<file path="src/rtl/bus_arbiter_pkg.sv">
// Shared types for the fetch/data memory-port arbiter: FSM states, bus owner and the registered request.
package bus_arbiter_pkg;

    typedef enum logic [1:0] {
        ARB_IDLE  = 2'd0,
        ARB_ISSUE = 2'd1,
        ARB_WAIT  = 2'd2
    } arbiterState_;

    typedef enum logic {
        OWNER_INSTR = 1'b0,
        OWNER_DATA  = 1'b1
    } busOwner_;

    typedef struct packed {
        logic [31:0] address;
        logic        writeEnable;
        logic [31:0] writeData;
        logic [3:0]  byteEnable;
    } memoryRequest_;

    // Bits needed to hold 0..maxCount; never narrower than one bit.
    function automatic int unsigned streakCountWidth(input int unsigned maxCount);
        return (maxCount < 2) ? 1 : $clog2(maxCount + 1);
    endfunction

endpackage

</file>
<file path="src/rtl/arbiter_streak_counter.sv">
// Saturating up-counter with synchronous clear; counts consecutive data grants that made fetch wait.
module arbiter_streak_counter
    import bus_arbiter_pkg::*;
#(
    parameter int unsigned MAX_COUNT   = 4,
    parameter int unsigned COUNT_WIDTH = streakCountWidth(MAX_COUNT)
) (
    input  logic                   clock,
    input  logic                   resetN,
    input  logic                   increment,
    input  logic                   clear,
    output logic [COUNT_WIDTH-1:0] count
);

    always_ff @(posedge clock or negedge resetN) begin
        if (!resetN) begin
            count <= '0;
        end else if (clear) begin
            count <= '0;
        end else if (increment && (count != COUNT_WIDTH'(MAX_COUNT))) begin
            count <= count + COUNT_WIDTH'(1);
        end
    end

endmodule

</file>
<file path="src/rtl/bus_arbiter.sv">
// Shares one memory port between fetch and data requesters; data wins unless BUS_ARBITER_STREAK_GUARD_EN forces fetch.
// Latency: grant in IDLE, memRequestValid next cycle, owner response combinational with memResponseValid (3 cycles min).
// Backpressure: one transaction in flight; RequestReady only in IDLE, memRequestValid held until memRequestReady.
module bus_arbiter
    import bus_arbiter_pkg::*;
#(
    parameter int unsigned MAX_DATA_STREAK = 4
) (
    input  logic        clock,
    input  logic        resetN,
    input  logic        instrRequestValid,
    input  logic [31:0] instrAddress,
    input  logic        instrFlush,
    output logic        instrRequestReady,
    output logic        instrResponseValid,
    output logic [31:0] instrResponseData,
    input  logic        dataRequestValid,
    input  logic [31:0] dataAddress,
    input  logic        dataWriteEnable,
    input  logic [31:0] dataWriteData,
    input  logic [3:0]  dataByteEnable,
    output logic        dataRequestReady,
    output logic        dataResponseValid,
    output logic [31:0] dataResponseData,
    output logic        memRequestValid,
    input  logic        memRequestReady,
    output logic [31:0] memAddress,
    output logic        memWriteEnable,
    output logic [31:0] memWriteData,
    output logic [3:0]  memByteEnable,
    input  logic        memResponseValid,
    input  logic [31:0] memResponseData,
    output logic        busy
);

    arbiterState_  state, nextState;
    busOwner_      owner;
    memoryRequest_ request;
    logic          dropFlag;
    logic          instrWanted;
    logic          forceInstr;
    logic          grantData;
    logic          grantInstr;
    logic          responseHit;

    if (MAX_DATA_STREAK < 1) begin : gBadStreak
        $error("MAX_DATA_STREAK must be at least 1");
    end

    // A flushed fetch must never be accepted, so it does not count as pending.
    assign instrWanted = instrRequestValid && !instrFlush;

`ifdef BUS_ARBITER_STREAK_GUARD_EN
    localparam int unsigned StreakWidth = streakCountWidth(MAX_DATA_STREAK);
    logic [StreakWidth-1:0] streakCount;

    arbiter_streak_counter #(
        .MAX_COUNT  (MAX_DATA_STREAK),
        .COUNT_WIDTH(StreakWidth)
    ) u_streakCounter (
        .clock    (clock),
        .resetN   (resetN),
        .increment(grantData && instrWanted),
        .clear    (grantInstr || ((state == ARB_IDLE) && !instrRequestValid)),
        .count    (streakCount)
    );

    assign forceInstr = (streakCount == StreakWidth'(MAX_DATA_STREAK)) && dataRequestValid && instrWanted;
`else
    assign forceInstr = 1'b0;
`endif

    always_comb begin
        nextState  = state;
        grantData  = 1'b0;
        grantInstr = 1'b0;
        case (state)
            ARB_IDLE: begin
                if (dataRequestValid && !forceInstr) begin
                    grantData = 1'b1;
                end else if (instrWanted) begin
                    grantInstr = 1'b1;
                end
                if (grantData || grantInstr) begin
                    nextState = ARB_ISSUE;
                end
            end
            ARB_ISSUE: begin
                if (memRequestReady) begin
                    nextState = ARB_WAIT;
                end
            end
            ARB_WAIT: begin
                if (memResponseValid) begin
                    nextState = ARB_IDLE;
                end
            end
            default: nextState = ARB_IDLE;
        endcase
    end

    always_ff @(posedge clock or negedge resetN) begin
        if (!resetN) begin
            state <= ARB_IDLE;
            busy  <= 1'b0;
        end else begin
            state <= nextState;
            busy  <= (nextState != ARB_IDLE);
        end
    end

    always_ff @(posedge clock or negedge resetN) begin
        if (!resetN) begin
            request <= '0;
            owner   <= OWNER_INSTR;
        end else if (grantData) begin
            request <= '{address: dataAddress, writeEnable: dataWriteEnable,
                         writeData: dataWriteData, byteEnable: dataByteEnable};
            owner   <= OWNER_DATA;
        end else if (grantInstr) begin
            request <= '{address: instrAddress, writeEnable: 1'b0,
                         writeData: 32'h0, byteEnable: 4'h0};
            owner   <= OWNER_INSTR;
        end
    end

    // The memory side still completes a flushed fetch; only its response is suppressed.
    always_ff @(posedge clock or negedge resetN) begin
        if (!resetN) begin
            dropFlag <= 1'b0;
        end else if (nextState == ARB_IDLE) begin
            dropFlag <= 1'b0;
        end else if ((state != ARB_IDLE) && (owner == OWNER_INSTR) && instrFlush) begin
            dropFlag <= 1'b1;
        end
    end

    assign responseHit = (state == ARB_WAIT) && memResponseValid;

    assign instrRequestReady  = grantInstr;
    assign dataRequestReady   = grantData;
    assign instrResponseValid = responseHit && (owner == OWNER_INSTR) && !dropFlag && !instrFlush;
    assign dataResponseValid  = responseHit && (owner == OWNER_DATA);
    assign instrResponseData  = instrResponseValid ? memResponseData : 32'h0;
    assign dataResponseData   = dataResponseValid ? memResponseData : 32'h0;

    assign memRequestValid = (state == ARB_ISSUE);
    assign memAddress      = request.address;
    assign memWriteEnable  = request.writeEnable;
    assign memWriteData    = request.writeData;
    assign memByteEnable   = request.byteEnable;

endmodule

</file>
<file path="config.mk">
export PLATFORM = sky130hd
export DESIGN_NAME = bus_arbiter
export DESIGN_NICKNAME = d
export VERILOG_FILES = /design/src/rtl/bus_arbiter_pkg.sv /design/src/rtl/arbiter_streak_counter.sv /design/src/rtl/bus_arbiter.sv
export SDC_FILE = /design/constraint.sdc
export NUM_CORES = 1
export LEC_CHECK = 0
export CAP_MARGIN = 20
export CORE_MARGIN = 10
export CORE_UTILIZATION = 35
export CTS_CLUSTER_SIZE = 24
export DETAILED_ROUTE_END_ITERATION = 7
export GPL_TIMING_DRIVEN = 1
export HOLD_SLACK_MARGIN = 0.12
export PLACE_DENSITY = 0.92
export RECOVER_POWER = 25
export SLEW_MARGIN = 20
export SYNTH_ARGS = -nofsm -noshare
export SYNTH_HDL_FRONTEND = slang
export SYNTH_HIERARCHICAL = 1
export SYNTH_SLANG_ARGS = --single-unit
export TNS_END_PERCENT = 1
</file>
<file path="constraint.sdc">
create_clock -name clock -period 4.43 [get_ports clock]
set_input_delay 0.6645 -clock clock [delete_from_list [all_inputs] [get_ports clock]]
set_output_delay 0.6645 -clock clock [all_outputs]
set_load 0.03 [all_outputs]
</file>
Yosys cells after proc, flatten, opt, wreduce, memory -nomap -nowiden

Cells that the tools add are included.
W data, S select, Z words.

Bits in registers: 74
Bits in latches: 0
RAM bits: 0
Memory bits (read-only): 0
Word-level logic and storage cells: 47
Memories: 0

Add/sub/neg operators: 0
$mul: 0
Div/mod/pow operators: 0
Magnitude comparators: 0
Equal/unequal tests: 2
Shift-type cells: 0
Multiplexer cells: 19
Bitwise logic cells: 1
Reductions and logical operators: 17

Operators by type and width:

| kind                 | count |
|---|---|
| $mux W69             | 2 |
| $mux W32             | 2 |
| $mux W1              | 11 |
| $logic_and A1 B1 Y1  | 8 |
| $reduce_bool A2 Y1   | 4 |
| $mux W2              | 3 |
| $pmux W2 S3          | 1 |
| $logic_not A2 Y1     | 2 |
| $eq A2 B1 Y1 const B | 1 |
| $eq A2 B2 Y1 const B | 1 |
| $logic_not A1 Y1     | 2 |
| $logic_or A1 B1 Y1   | 1 |
| $not A1 Y1           | 1 |

Logic depth before layout (Yosys ltp)

Depth in word-level cells: 10
Mapped depth: 6
Depth with buffers taken out: 4

Least setup slack after synthesis

Ideal clock, no wire load.

Kind: input-to-output
From: in instrFlush
To: out instrResponseData[22]
Arrival time: 1.872 ns
Setup slack: 1.893 ns
Stages on the path: 3
Path through: nor4_2 clkbuf_1 and2_1

Longest elaborated chain between the ends: 3

Ends and longest elaborated chain:

| item                         | RTL line           | RTL |
|---|---|---|
| start, declared              | bus_arbiter.sv:13  | `input logic instrFlush,` |
| $logic_not A1 Y1             | bus_arbiter.sv:142 | `assign instrResponseValid = responseHit && (owner == OWNER_INSTR) && !dropFlag && !instrFlush;` |
| $logic_and A1 B1 Y1          | bus_arbiter.sv:142 |  |
| named net instrResponseValid | bus_arbiter.sv:15  | `output logic instrResponseValid,` |
| $mux W32                     | bus_arbiter.sv:144 | `assign instrResponseData = instrResponseValid ? memResponseData : 32'h0;` |
| end, declared                | bus_arbiter.sv:16  | `output logic [31:0] instrResponseData,` |

The timed path passes the listed nets, and every way through them passes these cells.

Worst setup path after layout

From: in memResponseValid
To: out instrResponseData[30]

Longest elaborated chain between the ends: 5

Ends and longest elaborated chain:

| item                             | RTL line           | RTL |
|---|---|---|
| start, declared                  | bus_arbiter.sv:31  | `input logic memResponseValid,` |
| $logic_and A1 B1 Y1              | bus_arbiter.sv:138 | `assign responseHit = (state == ARB_WAIT) && memResponseValid;` |
| $logic_and A1 B1 Y1 (3 in a row) | bus_arbiter.sv:142 |  |
| $mux W32                         | bus_arbiter.sv:144 |  |

Every way passes these cells.

==> metrics.txt <==
status finished, violations left; failing checks capacitance limit, slew limit; Crit. End Element output port; drc violations 0; fraction of the mapped netlist area in adder cells 0%; Ys Warns 6; placer congestion estimate 0.834; commonest non-fill, non-tap cells in the layout clkdlybuf4s50_1 (275), dfrtp_1 (74), and2_1 (64); DRT Pass-1 Iters 5; proportion of synthesized area in mux cells 0%; RR Endpoint memWriteData[24]; Period minus WS final approximately 3.4 ns; TritonCTS clock tree built; Leak Pwr 2.73 nW; Req. time, crit path 3.77 ns; max-capacitance violation count 1; post-CTS sizing 0; total number of vias roughly 3800; DRT iter0 DRCs 159; Clock Skews slightly above 0.01 ns; Final Worst Setup Slack ~1.0 ns; WL/cell 21.2 µm; H-tree depth 3; largest net degree at the start of global routing 75; Routed Antenna Nets 0; library cells used by synthesis 24; Synth Area in Simple Gates 16.7%; clock buffer depth 2; Worst Tran Pin Value 1.87 ns; worst r2r path cells 5; PwrDens 647 nW/µm²; Min-Delay Path Class reg -> reg; CP Data Arrival Time 2.74 ns; buffer count from post-CTS setup fixing 0; worst hold start memByteEnable[1]; # clock sinks 74; Max Fclk 294 MHz; drt total wl 15.6 mm; vias in the first global route between 3000 and 4000; setup TNS 0 ns; Core Util, Final between 60% and 70%; Synth Net Count between 400 and 500; main combinational cell family by area after synthesis compound AO/OA/AOI/OAI gates; Hold Crit Endpoint memByteEnable[1]; initial antenna violation count 1; commonest non-fill, non-tap cell in the layout clkdlybuf4s50_1; Area after DPL 6510 µm²; Fillers 792; Avg Cell Area, Syn 11.1 µm²; max-slew violation count 75; first-pass GRT wire length 22.9 mm; WS Path Type in -> out; switch share 42.6%; Mapped Area ~3600 µm²; flop2flop setup slack around 2.5 ns; pre-CTS WS 1.06 ns; number of core rows 37; post-DP HPWL 12.3 mm; fin crit share 76.8%; full die area 14900 µm²; # hold bufs at CTS 0; Synth Area in XOR/XNOR 0%; Final Hold Vio Count 0; I/O pins between 200 and 300; Via-to-Cell Ratio between 5 and 6; register bit total from synthesis 74; gr usage total 19.7%; core area slightly above 10000 µm²; Synth Instances 328; die height 122 µm; CTS Root Cell clkbuf_8; Port Buffer Count ~280; switching pwr 1.84 mW; clock slew at reported path FFs 0.07 ns; gr ovfl total 0; fraction of layout cells with a size suffix above 1 under 10%; RSZ-0062 raised after global routing no; Max-Slew Margin vs Limit -25.0%; Worst R2R Start state[0]; compound-cell area share of the yosys netlist 27.7%; die extent in x 122 µm; crit start category input pin; clock share of power 11.3%; Cells on Worst Hold Path 1; Synth-to-Final Area Change 84.1%; crit path max fanout 33; Final nets 734; endpoints failing setup 0; clk_lat worst skew 0.34 ns; Power Total 4.33 mW; sequential share of the synthesized area 51.0%; Num CTS Buffers 9; Peak VDD IR 0.376 mV; initial core utilization between 30% and 40%; Comb pwr share between 60 and 70%; fin area 6690 µm²; Sequential Power Share 28.5%; Pint ~2.5 mW
-- sequential cells by signal, summed over array words and instances, names as in the netlist --
register	flops
memAddress	32
memWriteData	32
memByteEnable	4
state	2
busy	1
dropFlag	1
memWriteEnable	1
owner	1
-- cell usage after synthesis --
cell | number | area share (%)
nand3b_1 | 1 | 0.21
or2b_1 | 1 | 0.21
buf_1 | 2 | 0.21
nand2b_1 | 2 | 0.34
dfrtp_1 | 74 | 51
nor2b_1 | 2 | 0.34
o21ai_0 | 5 | 0.69
nand2_1 | 3 | 0.31
inv_1 | 4 | 0.41
a31oi_1 | 1 | 0.17
buf_2 | 4 | 0.55
and2_1 | 64 | 11
nor2_2 | 1 | 0.17
o221a_2 | 3 | 0.93
nor2_1 | 33 | 3.4
buf_6 | 4 | 1.2
clkbuf_1 | 22 | 2.3
a22o_1 | 37 | 8.9
o221a_1 | 29 | 9.0
o31a_1 | 1 | 0.24
a2bb2oi_1 | 32 | 7.7
or2_1 | 1 | 0.17
or3_1 | 1 | 0.17
nor4_2 | 1 | 0.34
-- worst max path at each step --
| stage | cells after the start | start | end |
|---|---|---|---|
| global route | 6 | memResponseValid | instrResponseData[30] |
| floorplan | 3 | instrFlush | instrResponseData[22] |
| global placement | 6 | instrFlush | instrRequestReady |
| finish | 6 | memResponseValid | instrResponseData[30] |
| detailed placement | 6 | instrFlush | instrRequestReady |
| CTS | 6 | instrFlush | instrRequestReady |
-- metal layers --
metal  global-route usage (%)  share of wire, %  up-vias
met3                     7.54                11       14
met2                     35.9                53      197
met4                     6.33               1.0        0
met5                        0                 0        -
li1                         -                 -     1742
met1                     20.4                35     1839
-- per-stage QoR --
step           instances  hold slack (ns)
6_report             736            0.505
5_1_grt              736            0.524
4_1_cts              735            0.502
3_5_place_dp         719            0.490
3_3_place_gp         719            0.488
2_1_floorplan        328            0.369
-- power groups by stage --
stage	Combinational [mW]	Clock [mW]	Sequential, mW
global route	2.75	0.530	1.27
floorplan	0.936	0	1.82
CTS	2.63	0.505	1.23
global placement	2.57	0	1.22
finish	2.61	0.489	1.23
detailed placement	2.62	0	1.23
-- cells by family after synthesis --
kind of cell / after synthesis
and+or+nand+nor: 110
AOI/OAI and AO/OA: 108
DFF: 74
buffers and inverters: 36
-- layout make-up --
type / count / area, µm² / share of cell area [%]
Antenna cell: 1 / 2.50 / 0.0374
Clock buffer: 14 / 173 / 2.58
Clock inverter: 2 / 10.0 / 0.150
Inverter: 4 / 15.0 / 0.224
Multi-Input combinational cell: 218 / 1620 / 24.3
Sequential cell: 74 / 1850 / 27.7
Tap cell: 136 / 170 / 2.54
Timing Repair Buffer: 287 / 2840 / 42.5
-- worst max-delay path, stage by stage --
cell             delay [ns]
dlygate4sd3_1          0.57
nand3b_1               0.16
nor4_4                 0.17
buf_4                  0.30
and2_1                 0.17
clkdlybuf4s50_1        0.69
Power figures use the tool's default switching activity.
